<file path="src/rtl/pet_pkg.sv">
`default_nettype none
// ============================================================================
// Package  : pet_pkg
// Purpose  : Shared definitions for the pet needs engine: FSM state
//            encoding, default parameter constants and a small width helper.
//            The engine, its tick divider and the display logic import this.
// Revision : 1.0 - initial release
// ============================================================================
package pet_pkg;

    // Engine action FSM states
    typedef enum logic [1:0] {
        ST_IDLE  = 2'd0,
        ST_APPLY = 2'd1,
        ST_COOL  = 2'd2,
        ST_DEAD  = 2'd3
    } pet_state_t;

    // Default parameter constants
    localparam int PET_N_NEEDS     = 3;
    localparam int PET_VAL_W       = 7;
    localparam int PET_MAX_VAL     = 100;
    localparam int PET_TICK_DIV    = 5000000;
    localparam int PET_DECAY_TICKS = 1;
    localparam int PET_LIFE_PLUS   = 70;
    localparam int PET_LIFE_MINUS  = 30;
    localparam int PET_DISEASE_TH  = 20;
    localparam int PET_REFILL      = 25;
    localparam int PET_HEAL_AMT    = 40;
    localparam int PET_COOLDOWN    = 25000000;

    // Bits needed to hold the values 0..n-1, never less than one bit
    function automatic int bits_for(input int n);
        return (n > 1) ? $clog2(n) : 1;
    endfunction

endpackage : pet_pkg
`default_nettype wire

</file>
<file path="src/rtl/pet_tick_gen.sv">
`default_nettype none
// ============================================================================
// Module   : pet_tick_gen
// Purpose  : Divides clk down to a one-cycle tick pulse every TICK_DIV
//            cycles. The pulse is registered and appears in the cycle in
//            which the counter has just wrapped back to 0.
// Ports    : clk       in  system clock
//            btn_reset in  asynchronous active-low reset
//            tick      out one-cycle pulse per TICK_DIV clocks
// Revision : 1.0 - initial release
// ============================================================================
module pet_tick_gen
    import pet_pkg::*;
#(
    parameter int TICK_DIV = PET_TICK_DIV
)(
    input  logic clk,
    input  logic btn_reset,
    output logic tick
);

    localparam int               CNT_W  = bits_for(TICK_DIV);
    localparam logic [CNT_W-1:0] C_LAST = CNT_W'(TICK_DIV - 1);

    logic [CNT_W-1:0] cnt_q, cnt_d;
    logic             tick_q, tick_d;

    always_comb begin
        cnt_d  = cnt_q + 1'b1;
        tick_d = 1'b0;
        if (cnt_q == C_LAST) begin
            cnt_d  = '0;
            tick_d = 1'b1;
        end
    end

    always_ff @(posedge clk or negedge btn_reset) begin
        if (!btn_reset) begin
            cnt_q  <= '0;
            tick_q <= 1'b0;
        end else begin
            cnt_q  <= cnt_d;
            tick_q <= tick_d;
        end
    end

    assign tick = tick_q;

endmodule : pet_tick_gen
`default_nettype wire

</file>
<file path="src/rtl/pet_needs_engine.sv">
`default_nettype none
// ============================================================================
// Module   : pet_needs_engine
// Purpose  : Virtual-pet state engine. Need channels decay on a slow tick,
//            life drifts up or down with the needs, and a small action FSM
//            accepts refill/heal requests with a button-lockout cooldown.
//            Life reaching zero is terminal until reset.
// Ports    : clk, btn_reset (async active-low)
//            pause                  freeze decay and life drift
//            act_valid/heal/need    action request, act_ready handshake
//            act_err                pulse when an accepted action did nothing
//            needs, life            current values (need 0 in LSBs)
//            disease, death, tick   status flags / tick pulse
// Revision : 1.0 - initial release
// ============================================================================
module pet_needs_engine
    import pet_pkg::*;
#(
    parameter int N_NEEDS     = PET_N_NEEDS,
    parameter int VAL_W       = PET_VAL_W,
    parameter int MAX_VAL     = PET_MAX_VAL,
    parameter int TICK_DIV    = PET_TICK_DIV,
    parameter int DECAY_TICKS = PET_DECAY_TICKS,
    parameter int LIFE_PLUS   = PET_LIFE_PLUS,
    parameter int LIFE_MINUS  = PET_LIFE_MINUS,
    parameter int DISEASE_TH  = PET_DISEASE_TH,
    parameter int REFILL      = PET_REFILL,
    parameter int HEAL_AMT    = PET_HEAL_AMT,
    parameter int COOLDOWN    = PET_COOLDOWN,
    localparam int IDX_W      = bits_for(N_NEEDS)
)(
    input  logic                       clk,
    input  logic                       btn_reset,
    input  logic                       pause,
    input  logic                       act_valid,
    input  logic                       act_heal,
    input  logic [IDX_W-1:0]           act_need,
    output logic                       act_ready,
    output logic                       act_err,
    output logic [N_NEEDS*VAL_W-1:0]   needs,
    output logic [VAL_W-1:0]           life,
    output logic                       disease,
    output logic                       death,
    output logic                       tick
);

    // Life arithmetic is done signed with 4 guard bits so the sum of life,
    // per-need drift and heal can be clamped without wrapping.
    localparam int LW     = VAL_W + 4;
    localparam int DEC_W  = bits_for(DECAY_TICKS);
    localparam int COOL_W = bits_for(COOLDOWN);

    localparam logic [VAL_W-1:0]     C_MAX        = VAL_W'(MAX_VAL);
    localparam logic [VAL_W-1:0]     C_LIFE_PLUS  = VAL_W'(LIFE_PLUS);
    localparam logic [VAL_W-1:0]     C_LIFE_MINUS = VAL_W'(LIFE_MINUS);
    localparam logic [VAL_W-1:0]     C_DISEASE_TH = VAL_W'(DISEASE_TH);
    localparam logic [VAL_W:0]       C_REFILL_X   = (VAL_W+1)'(REFILL);
    localparam logic [VAL_W:0]       C_MAX_X      = (VAL_W+1)'(MAX_VAL);
    localparam logic signed [LW-1:0] C_HEAL_S     = LW'(HEAL_AMT);
    localparam logic signed [LW-1:0] C_MAX_S      = LW'(MAX_VAL);
    localparam logic [DEC_W-1:0]     C_DECAY_LAST = DEC_W'(DECAY_TICKS - 1);
    localparam logic [COOL_W-1:0]    C_COOL_LAST  = COOL_W'(COOLDOWN - 1);
    localparam logic [IDX_W:0]       C_N_NEEDS    = (IDX_W+1)'(N_NEEDS);

    // ------------------------------------------------------------------
    // State
    // ------------------------------------------------------------------
    pet_state_t          state_q, state_d;
    logic [VAL_W-1:0]    needs_q [N_NEEDS];
    logic [VAL_W-1:0]    needs_d [N_NEEDS];
    logic [VAL_W-1:0]    life_q, life_d;
    logic                disease_q, disease_d;
    logic                death_q, death_d;
    logic                ready_en_q, ready_en_d;
    logic                act_heal_q, act_heal_d;
    logic [IDX_W-1:0]    act_need_q, act_need_d;
    logic [DEC_W-1:0]    decay_cnt_q, decay_cnt_d;
    logic [COOL_W-1:0]   cool_cnt_q, cool_cnt_d;

    logic                tick_w;
    logic                frozen_w;
    logic                upd_tick_w;
    logic                do_decay_w;
    logic                in_apply_w;
    logic                idx_ok_w;
    logic                do_refill_w;
    logic                do_heal_w;
    logic signed [LW-1:0] delta_w;
    logic signed [LW-1:0] life_acc_w;

    pet_tick_gen #(
        .TICK_DIV (TICK_DIV)
    ) u_tick_gen (
        .clk       (clk),
        .btn_reset (btn_reset),
        .tick      (tick_w)
    );

    // ------------------------------------------------------------------
    // Event qualification
    // ------------------------------------------------------------------
    // Life at zero freezes everything already in that cycle, so a heal or
    // refill cannot sneak in between life hitting 0 and the DEAD state.
    always_comb begin
        frozen_w    = death_q || (life_q == '0);
        upd_tick_w  = tick_w && !pause && !frozen_w;
        in_apply_w  = (state_q == ST_APPLY) && !frozen_w;
        idx_ok_w    = ({1'b0, act_need_q} < C_N_NEEDS);
        do_refill_w = in_apply_w && !act_heal_q && idx_ok_w;
        do_heal_w   = in_apply_w &&  act_heal_q && disease_q;
        act_err     = in_apply_w && (act_heal_q ? !disease_q : !idx_ok_w);
    end

    // Decay divider: counts unpaused ticks
    always_comb begin
        decay_cnt_d = decay_cnt_q;
        do_decay_w  = 1'b0;
        if (upd_tick_w) begin
            if (decay_cnt_q == C_DECAY_LAST) begin
                decay_cnt_d = '0;
                do_decay_w  = 1'b1;
            end else begin
                decay_cnt_d = decay_cnt_q + 1'b1;
            end
        end
    end

    // ------------------------------------------------------------------
    // Need update: decay first, then refill on the decayed value
    // ------------------------------------------------------------------
    always_comb begin
        logic [VAL_W-1:0] base_v;
        logic [VAL_W:0]   sum_v;
        base_v = '0;
        sum_v  = '0;
        for (int i = 0; i < N_NEEDS; i++) begin
            base_v = needs_q[i];
            if (do_decay_w && (base_v != '0)) begin
                base_v = base_v - 1'b1;
            end
            needs_d[i] = base_v;
            if (do_refill_w && (act_need_q == IDX_W'(i))) begin
                sum_v      = {1'b0, base_v} + C_REFILL_X;
                needs_d[i] = (sum_v > C_MAX_X) ? C_MAX : sum_v[VAL_W-1:0];
            end
        end
    end

    // ------------------------------------------------------------------
    // Life drift from pre-decay need values, plus heal, clamped
    // ------------------------------------------------------------------
    always_comb begin
        delta_w = '0;
        for (int i = 0; i < N_NEEDS; i++) begin
            if (needs_q[i] >= C_LIFE_PLUS) begin
                delta_w = delta_w + LW'(1);
            end
            if (needs_q[i] <= C_LIFE_MINUS) begin
                delta_w = delta_w - LW'(1);
            end
        end
    end

    always_comb begin
        life_acc_w = $signed({4'b0000, life_q});
        if (upd_tick_w) begin
            life_acc_w = life_acc_w + delta_w;
        end
        if (do_heal_w) begin
            life_acc_w = life_acc_w + C_HEAL_S;
        end
        if (life_acc_w[LW-1]) begin
            life_d = '0;
        end else if (life_acc_w > C_MAX_S) begin
            life_d = C_MAX;
        end else begin
            life_d = life_acc_w[VAL_W-1:0];
        end
    end

    // Flags lag life by one cycle
    always_comb begin
        disease_d  = (life_q <= C_DISEASE_TH);
        death_d    = frozen_w;
        ready_en_d = 1'b1;
    end

    // ------------------------------------------------------------------
    // Action FSM
    // ------------------------------------------------------------------
    always_comb begin
        state_d    = state_q;
        cool_cnt_d = cool_cnt_q;
        act_heal_d = act_heal_q;
        act_need_d = act_need_q;
        case (state_q)
            ST_IDLE: begin
                if (act_valid && act_ready) begin
                    act_heal_d = act_heal;
                    act_need_d = act_need;
                    state_d    = ST_APPLY;
                end
            end
            ST_APPLY: begin
                cool_cnt_d = '0;
                state_d    = ST_COOL;
            end
            ST_COOL: begin
                if (cool_cnt_q == C_COOL_LAST) begin
                    cool_cnt_d = '0;
                    state_d    = ST_IDLE;
                end else begin
                    cool_cnt_d = cool_cnt_q + 1'b1;
                end
            end
            ST_DEAD: begin
                state_d = ST_DEAD;
            end
            default: begin
                state_d = ST_IDLE;
            end
        endcase
        if (frozen_w) begin
            state_d = ST_DEAD;
        end
    end

    // ready_en_q holds act_ready low through reset until the first clock
    assign act_ready = ready_en_q && (state_q == ST_IDLE) && !frozen_w;

    always_ff @(posedge clk or negedge btn_reset) begin
        if (!btn_reset) begin
            state_q     <= ST_IDLE;
            life_q      <= C_MAX;
            disease_q   <= 1'b0;
            death_q     <= 1'b0;
            ready_en_q  <= 1'b0;
            act_heal_q  <= 1'b0;
            act_need_q  <= '0;
            decay_cnt_q <= '0;
            cool_cnt_q  <= '0;
            for (int i = 0; i < N_NEEDS; i++) begin
                needs_q[i] <= C_MAX;
            end
        end else begin
            state_q     <= state_d;
            life_q      <= life_d;
            disease_q   <= disease_d;
            death_q     <= death_d;
            ready_en_q  <= ready_en_d;
            act_heal_q  <= act_heal_d;
            act_need_q  <= act_need_d;
            decay_cnt_q <= decay_cnt_d;
            cool_cnt_q  <= cool_cnt_d;
            for (int i = 0; i < N_NEEDS; i++) begin
                needs_q[i] <= needs_d[i];
            end
        end
    end

    // ------------------------------------------------------------------
    // Outputs
    // ------------------------------------------------------------------
    for (genvar g = 0; g < N_NEEDS; g++) begin : g_pack
        assign needs[g*VAL_W +: VAL_W] = needs_q[g];
    end

    assign life    = life_q;
    assign disease = disease_q;
    assign death   = death_q;
    assign tick    = tick_w;

endmodule : pet_needs_engine
`default_nettype wire

</file>
<file path="config.mk">
export PLATFORM = sky130hd
export DESIGN_NAME = pet_needs_engine
export DESIGN_NICKNAME = d
export VERILOG_FILES = /design/src/rtl/pet_pkg.sv /design/src/rtl/pet_tick_gen.sv /design/src/rtl/pet_needs_engine.sv
export SDC_FILE = /design/constraint.sdc
export NUM_CORES = 1
export LEC_CHECK = 0
export ABC_CLOCK_PERIOD_IN_PS = 5100
export CAP_MARGIN = 20
export CORE_UTILIZATION = 38
export DETAILED_ROUTE_END_ITERATION = 6
export HOLD_SLACK_MARGIN = 0.08
export PLACE_DENSITY = 0.67
export SYNTH_ARGS = -nofsm -noshare
export SYNTH_HDL_FRONTEND = slang
export SYNTH_SLANG_ARGS = --single-unit
</file>
<file path="constraint.sdc">
create_clock -name clk -period 5.1 [get_ports clk]
set_clock_uncertainty 0.1 [all_clocks]
set_input_delay 1.02 -clock clk [delete_from_list [all_inputs] [get_ports clk]]
set_output_delay 1.02 -clock clk [all_outputs]
set_load 0.02 [all_outputs]
</file>
==> flow_summary.rst, run 1 <==
.. list-table::
   :header-rows: 1

   * - Metric
     - Value
   * - Max Root-Sink Buffers
     - 2
   * - Leading cell type in the layout, fill and taps excluded
     - sky130_fd_sc_hd__nor2_1
   * - Number of vias per cell
     - 5.396
   * - Worst Setup End Kind
     - register
   * - Netlist Area Pre-Place
     - 0.006253 mm2
   * - Violations in the final reports
     - setup timing
   * - Final instance area
     - 0.007869 mm2
   * - Number of buffers added on ports
     - 39
   * - Warning count from the yosys run
     - 0
   * - Remaining DRCs
     - 0
   * - Overflow after GRT
     - 0
   * - Sequential group share of total power
     - 49.6%
   * - Worst slew slack as a fraction of its limit
     - 45.42%
   * - Run status
     - finished with violations
   * - Synthesized instance count
     - 713
   * - Period Utilization, post-route
     - 104.0%
   * - Synth-to-layout area growth
     - 25.83%
   * - Global-route wire length before repair
     - 25650 um
   * - Unique masters post-synth
     - 89
   * - Cell area after placement
     - 0.007257 mm2
   * - Mapped Nets
     - 756
   * - Worst min-delay path class
     - register to register
   * - Initial Util
     - 39.08%
   * - Static Leak
     - 0.003253 uW
   * - Slowest Stage Delay on Critical Path
     - 0.57 ns
   * - Required time reported for the critical path endpoint
     - 5.25 ns
   * - Max frequency
     - 188.5 MHz
   * - Overall power consumption
     - 1362 uW
   * - Dpl ws
     - -0.2068 ns
   * - Start-to-end type of the worst setup path
     - register to register
   * - Number of buffers inserted during clock tree synthesis
     - 9
   * - Number of iterations in the first detailed-routing pass
     - 5
   * - Most frequent cells in the layout
     - 76 x sky130_fd_sc_hd__nor2_1, 73 x sky130_fd_sc_hd__buf_4, 71 x sky130_fd_sc_hd__nand2_1
   * - Top-level I/O count
     - 40
   * - Max-slew violation total from the final report
     - 0
   * - Clock tree sinks
     - 85
   * - P_int
     - 1063 uW
   * - Max stage delay cell, worst path
     - sky130_fd_sc_hd__fa_1
   * - Cell at the root of the clock tree
     - sky130_fd_sc_hd__clkbuf_16
   * - Top FF cell, synth
     - sky130_fd_sc_hd__dfrtp_1
   * - Startpoint Class
     - register
   * - Final wirelength
     - 15850 um
   * - Diode insertion count for antenna repair
     - 0
   * - Total Die Area
     - 0.01697 mm2
   * - Wire per inst
     - 15.18 um
   * - Count of maximum capacitance violations
     - 0
   * - Peak supply drop
     - 0.1316 mV
   * - GPL Wtd Cong
     - 0.9020
   * - Clock tree from TritonCTS
     - done
   * - Count of flip-flops with a built-in enable after synthesis
     - 0
   * - CP Buf/Inv Count
     - 16
   * - Critical Path Most Common Cell
     - sky130_fd_sc_hd__buf_4
   * - Setup WS post-layout
     - -0.2063 ns
   * - Detailed Route Iter0 Violations
     - 317
   * - Post-layout minimum cycle time
     - 5.306 ns
   * - Clk slew on worst S/H paths
     - 0.07 ns
   * - CP delay by family, top
     - buffers and inverters
   * - Antenna Violating Nets Remaining
     - 0
   * - Finish-stage setup viols
     - 7
   * - Number of synthesized register bits
     - 85
   * - Depth of the CTS H-tree
     - 3
   * - Power per Cell Area
     - 173.1 mW/mm2
   * - Pin count of the biggest net entering global routing
     - 48
   * - Die Ht
     - 130.3 um
   * - Std cell rows
     - 46
   * - Final net count
     - 866
   * - DIE WIDTH
     - 130.3 um
   * - Largest driver fanout on the critical path
     - 4
   * - Routed via count
     - 5633
   * - Vias in the first global route
     - 5311
   * - Hold slack final
     - 0.3917 ns
   * - Switch share
     - 21.92%
   * - Clk network pwr share
     - 49.1%
   * - RSZ-0062 raised after global routing
     - yes
   * - Overall fraction of global-route tracks in use
     - 19.20%
   * - Syn_area_per_cell
     - 8.771 um2
   * - Floorplan core area
     - 0.01600 mm2
   * - Share of post-route cells with drive strength above 1
     - 21.01%
   * - Later-pin clock latency in the skew report
     - 0.35 ns
   * - Slew at the pin closest to its max-slew limit
     - 0.8157 ns
   * - Post-synthesis sequential area ratio
     - 34.25%
   * - Switching power total
     - 298.5 uW
   * - Number of antenna violations at the first check in global routing
     - 0
   * - Setup TNS Final
     - -1.025 ns
   * - Gate power share
     - 1.4%
   * - Final Hold Fails
     - 0
   * - Arr. time, crit path
     - 5.46 ns
   * - Post-synthesis async set-or-reset flop share
     - 100.0%
   * - Post-DP HPWL
     - 11570 um
-- power groups by stage --
stage	clock network, uW	logic, uW	registers, uW
after floorplan	0	0.0971	687
after global placement	0	19.8	687
after detailed placement	0	20.1	687
after CTS	683	20.1	675
after global routing	711	22.0	674
final	668	18.8	675
-- through the flow --
step	instances	utilization (%)
2_1_floorplan	713	-
3_3_place_gp	1005	45.36
3_5_place_dp	1005	45.36
4_1_cts	1039	48.42
5_1_grt	1044	49.18
6_report	1044	49.18
-- worst paths after layout --
kind                                startpoint                    to  slack, ns  depth (start not counted)
max in group asynchronous            btn_reset  u_tick_gen.cnt_q[20]       3.38                          2
min reg2reg                u_tick_gen.cnt_q[0]   u_tick_gen.cnt_q[0]       0.39                          1
max reg2reg                           needs[2]               life[0]      -0.21                         27
max                                   needs[2]               life[0]      -0.21                         27
min                        u_tick_gen.cnt_q[0]   u_tick_gen.cnt_q[0]       0.39                          1
min in group asynchronous            btn_reset              needs[1]       0.58                          1
-- layer usage --
metal  GRT usage (%)  vias to the layer above  wire (um)
li1                -                     2822          -
met5               0                        -          0
met1           25.92                     2722       7637
met3           2.337                       12        396
met2           32.10                       77       7616
met4           5.677                        0        199
-- synth_stat cells (all sizes together), types with 4 or more instances --
| cell | instances | area (um2) |
|---|---|---|
| xnor2 | 28 | 245.2 |
| a31oi | 5 | 46.29 |
| xor2 | 23 | 201.4 |
| a211oi | 5 | 42.54 |
| inv | 25 | 93.84 |
| nor2 | 77 | 289.0 |
| nand3 | 40 | 210.2 |
| and2 | 8 | 50.05 |
| nor4b | 5 | 50.04 |
| dfstp | 12 | 315.3 |
| clkbuf | 8 | 30.03 |
| or3 | 9 | 56.30 |
| a21boi | 5 | 37.54 |
| mux2 | 4 | 45.04 |
| and4 | 5 | 43.79 |
| or2 | 5 | 31.28 |
| nand2 | 72 | 270.3 |
| nor3 | 23 | 125.1 |
| nor3b | 4 | 30.03 |
| ha | 34 | 425.4 |
| and3 | 23 | 143.9 |
| o211ai | 10 | 80.07 |
| o31ai | 6 | 50.05 |
| buf | 5 | 37.53 |
| nor2b | 7 | 43.79 |
| nand4 | 15 | 93.84 |
| nand2b | 6 | 37.54 |
| mux2i | 15 | 150.1 |
| o21ai | 51 | 270.3 |
| a21o | 8 | 60.06 |
| o41ai | 4 | 35.03 |
| a21oi | 23 | 118.9 |
| dfrtp | 73 | 1827 |
| nor4 | 9 | 77.57 |
-- cell families (layout without fill, tap and decap cells) --
kind of cell             Yosys count  after routing  synth area share, %
AO/OA/AOI/OAI                    162            162                18.59
multiplexers                      19             19                3.121
flip-flops                        85             85                34.25
adder cells (fa/ha/maj)           38             38                7.783
AND/OR/NAND/NOR                  319            319                26.47
buffers and inverters             38            153                2.581
other                              1              1              0.05997
XOR/XNOR                          51             51                7.143
-- flip-flops by register name, indices dropped and copies added, names as in the netlist, 2 cells and up --
signal,count
cool_cnt_q,25
u_tick_gen.cnt_q,23
needs,21
life,7
act_need_q,2
state_q,2
-- layout make-up --
class / instances / area, um2
Multi-Input combinational cell: 590 / 4119
Fill cell: 1533 / 8132
Tap cell: 216 / 270.3
Clock inverter: 6 / 70.07
Timing Repair Buffer: 112 / 939.7
Clock buffer: 10 / 229.0
Inverter: 25 / 93.84
Sequential cell: 85 / 2147
-- timing repair --
action,4_1_cts,5_1_grt
hold buffers,0,0
buffers inserted,18,5
setup endpoints to repair,7,7
pin swaps,6,7
resized for setup,17,17
(Power assumes the default switching activity.)
==> inputs of run 2 (changes only) <==
- CORE_UTILIZATION: 38 -> 30
- DONT_BUFFER_PORTS: not set -> 1
- PLACE_DENSITY: 0.67 -> 0.55
==> flow_summary.rst, run 2 (synthesis gave the netlist of run 1 again) <==
.. list-table::
   :header-rows: 1

   * - Metric
     - Value
   * - Run status
     - finished with violations
   * - Violations in the final reports
     - setup timing
   * - Final wirelength
     - 16490 um (+4.0%)
   * - Number of iterations in the first detailed-routing pass
     - 4 (-1)
   * - Initial Util
     - 30.71% (-8.4 points)
   * - Pin count of the biggest net entering global routing
     - 86 (+79%)
   * - Max frequency
     - 190.2 MHz (+0.94%)
   * - Wire per inst
     - 15.35 um (+1.1%)
   * - Required time reported for the critical path endpoint
     - 5.27 ns (+0.02 ns)
   * - Max Root-Sink Buffers
     - 2 (unchanged)
   * - Met3 layer wire length in the routed design
     - 694 um (+75%)
   * - Max-slew violation total from the final report
     - 0 (unchanged)
   * - Sequential Area
     - 0.002147 mm2 (unchanged)
   * - Hold slack final
     - 0.2520 ns (-0.1397 ns)
   * - Floorplan core area
     - 0.02036 mm2 (+27%)
   * - Finish-stage setup viols
     - 7 (unchanged)
   * - Clock tree sinks
     - 85 (unchanged)
   * - Arr. time, crit path
     - 5.42 ns (-0.04 ns)
   * - Wire length the detailed router placed on met1
     - 7765 um (+1.7%)
   * - Slowest Stage Delay on Critical Path
     - 0.52 ns (-0.05 ns)
   * - Final net count
     - 842 (-2.8%)
   * - Max stage delay cell, worst path
     - sky130_fd_sc_hd__fa_1
   * - Quantity of hold-fixing buffers added after cts
     - 0 (unchanged)
   * - Overflow after GRT
     - 0 (unchanged)
   * - Most frequent cells in the layout
     - 85 x sky130_fd_sc_hd__buf_4, 76 x sky130_fd_sc_hd__nor2_1, 70 x sky130_fd_sc_hd__nand2_1
   * - Depth of the CTS H-tree
     - 3 (unchanged)
   * - Power per Cell Area
     - 177.8 mW/mm2 (+2.7%)
   * - Worst slew slack as a fraction of its limit
     - 42.18% (-3.2 points)
   * - DIE WIDTH
     - 146.4 um (+12%)
   * - Vias in the first global route
     - 5245 (-1.2%)
   * - Top-level I/O count
     - 40 (unchanged)
   * - Dpl ws
     - -0.2204 ns (-0.01368 ns)
   * - Post-DP HPWL
     - 11780 um (+1.9%)
   * - Largest driver fanout on the critical path
     - 4 (unchanged)
   * - Synth-to-layout area growth
     - 24.27%
   * - Met2 wire length
     - 7873 um (+3.4%)
   * - Count of maximum capacitance violations
     - 0 (unchanged)
   * - Remaining DRCs
     - 0 (unchanged)
   * - RSZ-0062 raised after global routing
     - yes
   * - Period Utilization, post-route
     - 103.1% (-0.97 points)
   * - Worst min-delay path class
     - primary input to async pin
   * - Cell at the root of the clock tree
     - sky130_fd_sc_hd__clkbuf_16
   * - Share of post-route cells with drive strength above 1
     - 24.38% (+3.4 points)
   * - Start-to-end type of the worst setup path
     - register to register
   * - Area of combinational cells with multiple inputs
     - 0.004202 mm2 (+2.0%)
   * - Count of fill cells added during filler insertion
     - 2070 (+35%)
   * - Leading cell type in the layout, fill and taps excluded
     - sky130_fd_sc_hd__buf_4
   * - CP Cell Sequence
     - inv_2 -> ha_4 -> o21ai_2 -> a21bo_2 -> fa_1 -> inv_2 -> o31a_1 -> buf_4 -> and3_4 -> nand2b_4 -> ha_4 -> o211ai_1 -> o21ai_1 -> xnor2_1 -> ha_1 -> a211o_1 -> a21o_1 -> a31o_2 -> o21ai_2 -> a31oi_4 -> o311a_1 -> or3_4 -> o21ai_4 -> a31oi_1
   * - Number of buffers inserted during clock tree synthesis
     - 9 (unchanged)
   * - Die Ht
     - 146.4 um (+12%)
   * - Antenna Violating Nets Remaining
     - 0 (unchanged)
   * - Biggest register
     - cool_cnt_q
   * - Number of vias per cell
     - 5.153 (-4.5%)
   * - Std cell rows
     - 52 (+13%)
   * - Diode insertion count for antenna repair
     - 0 (unchanged)
   * - Total Die Area
     - 0.02143 mm2 (+26%)
   * - Post-layout minimum cycle time
     - 5.257 ns (-0.04967 ns)
   * - Later-pin clock latency in the skew report
     - 0.35 ns (about the same)
   * - Worst Setup End Kind
     - register
   * - Setup WS post-layout
     - -0.1566 ns (+0.04967 ns)
   * - Highest metal used
     - met5
   * - Clock tree from TritonCTS
     - done
   * - Slew at the pin closest to its max-slew limit
     - 0.8641 ns (+0.04844 ns)
   * - Overall fraction of global-route tracks in use
     - 15.60% (-3.6 points)
   * - Final Hold Fails
     - 0 (unchanged)
   * - Global-route wire length before repair
     - 26970 um (+5.1%)
   * - Routed via count
     - 5534 (-1.8%)
   * - GPL Wtd Cong
     - 0.8282 (-8.2%)
   * - Startpoint Class
     - register
   * - Clk slew on worst S/H paths
     - 0.08 ns (about the same)
   * - Static Leak
     - 0.003205 uW (-1.5%)
   * - Number of antenna violations at the first check in global routing
     - 2 (+2)
   * - Max reg flops
     - 25 (unchanged)
   * - Number of buffers added on ports
     - 0 (-100%)
   * - Peak supply drop
     - 0.1512 mV (+15%)
   * - Detailed Route Iter0 Violations
     - 321 (+1.3%)
run 2: cell count changes in the layout (fill, tap and decap cells not counted), moves of 3 or more:
cell and change:
sky130_fd_sc_hd__buf_4 +12, sky130_fd_sc_hd__clkdlybuf4s50_1 -38, sky130_fd_sc_hd__ha_1 -3, sky130_fd_sc_hd__ha_4 +3
run 2: critical path: cells and delay by family (launching register included):
kind            cells  cell delay [ns]
compound gates     13             2.39
buf+inv             3             0.30
flops               1             0.41
simple gates        3             0.72
xor+xnor            1             0.15
fa+ha+maj           4             1.12
run 2: path summary, 6_finish.rpt:
path / startpoint / end / slack (ns) / cells past startpoint
min in group clk: u_tick_gen.cnt_q[0] / u_tick_gen.cnt_q[0] / 0.38 / 1
min: btn_reset / cool_cnt_q[20] / 0.25 / 0
max: needs[7] / life[2] / -0.16 / 24
min reg2reg: u_tick_gen.cnt_q[0] / u_tick_gen.cnt_q[0] / 0.38 / 1
max in group asynchronous: btn_reset / needs[13] / 4.40 / 0
max reg2reg: needs[7] / life[2] / -0.16 / 24
run 2: area by class of cell:
cell class,count,share of cell area (%)
clock buffers,9,2.898
clock inverters,7,1.208
inverters,25,1.208
multi-input cells,590,54.07
flip-flops and latches,85,27.63
well taps,270,4.347
repair buffers,88,8.646
run 2: what timing repair did:
item	in CTS	in global routing
endpoints found under the hold margin	0	0
setup buffers	22	7
resized for setup	26	22
setup endpoints to repair	7	7
pin swaps	8	10
run 2: per-layer routing:
| layer | up-vias | track usage [%] |
|---|---|---|
| met1 | 2666 | 20.50 |
| met3 | 14 | 4.313 |
| met2 | 62 | 25.14 |
| met4 | 4 | 4.063 |
| met5 | - | 0 |
| li1 | 2788 | - |
run 2: metrics by stage:
stage,power [uW],TNS [ns],cells,utilization (%),instance area [um2]
2_1_floorplan,687.5,-0.1768,713,-,6291
5_1_grt,1432,-2.075,1074,38.16,7771
3_5_place_dp,687.4,-1.396,1030,34.43,7012
4_1_cts,1401,-0.4067,1068,37.36,7609
6_report,1382,-0.7727,1074,38.16,7771
3_3_place_gp,687.4,-0.6099,1030,34.43,7012
run 2: power breakdown:
part           switching [uW]  internal (uW)  leakage [uW]  total [uW]
combinational          0.0723         0.0319       0.00196       0.106
sequential             0.0575            675       0.00109         675
clock                     313            394      0.000153         707
total                     314           1070       0.00321        1380
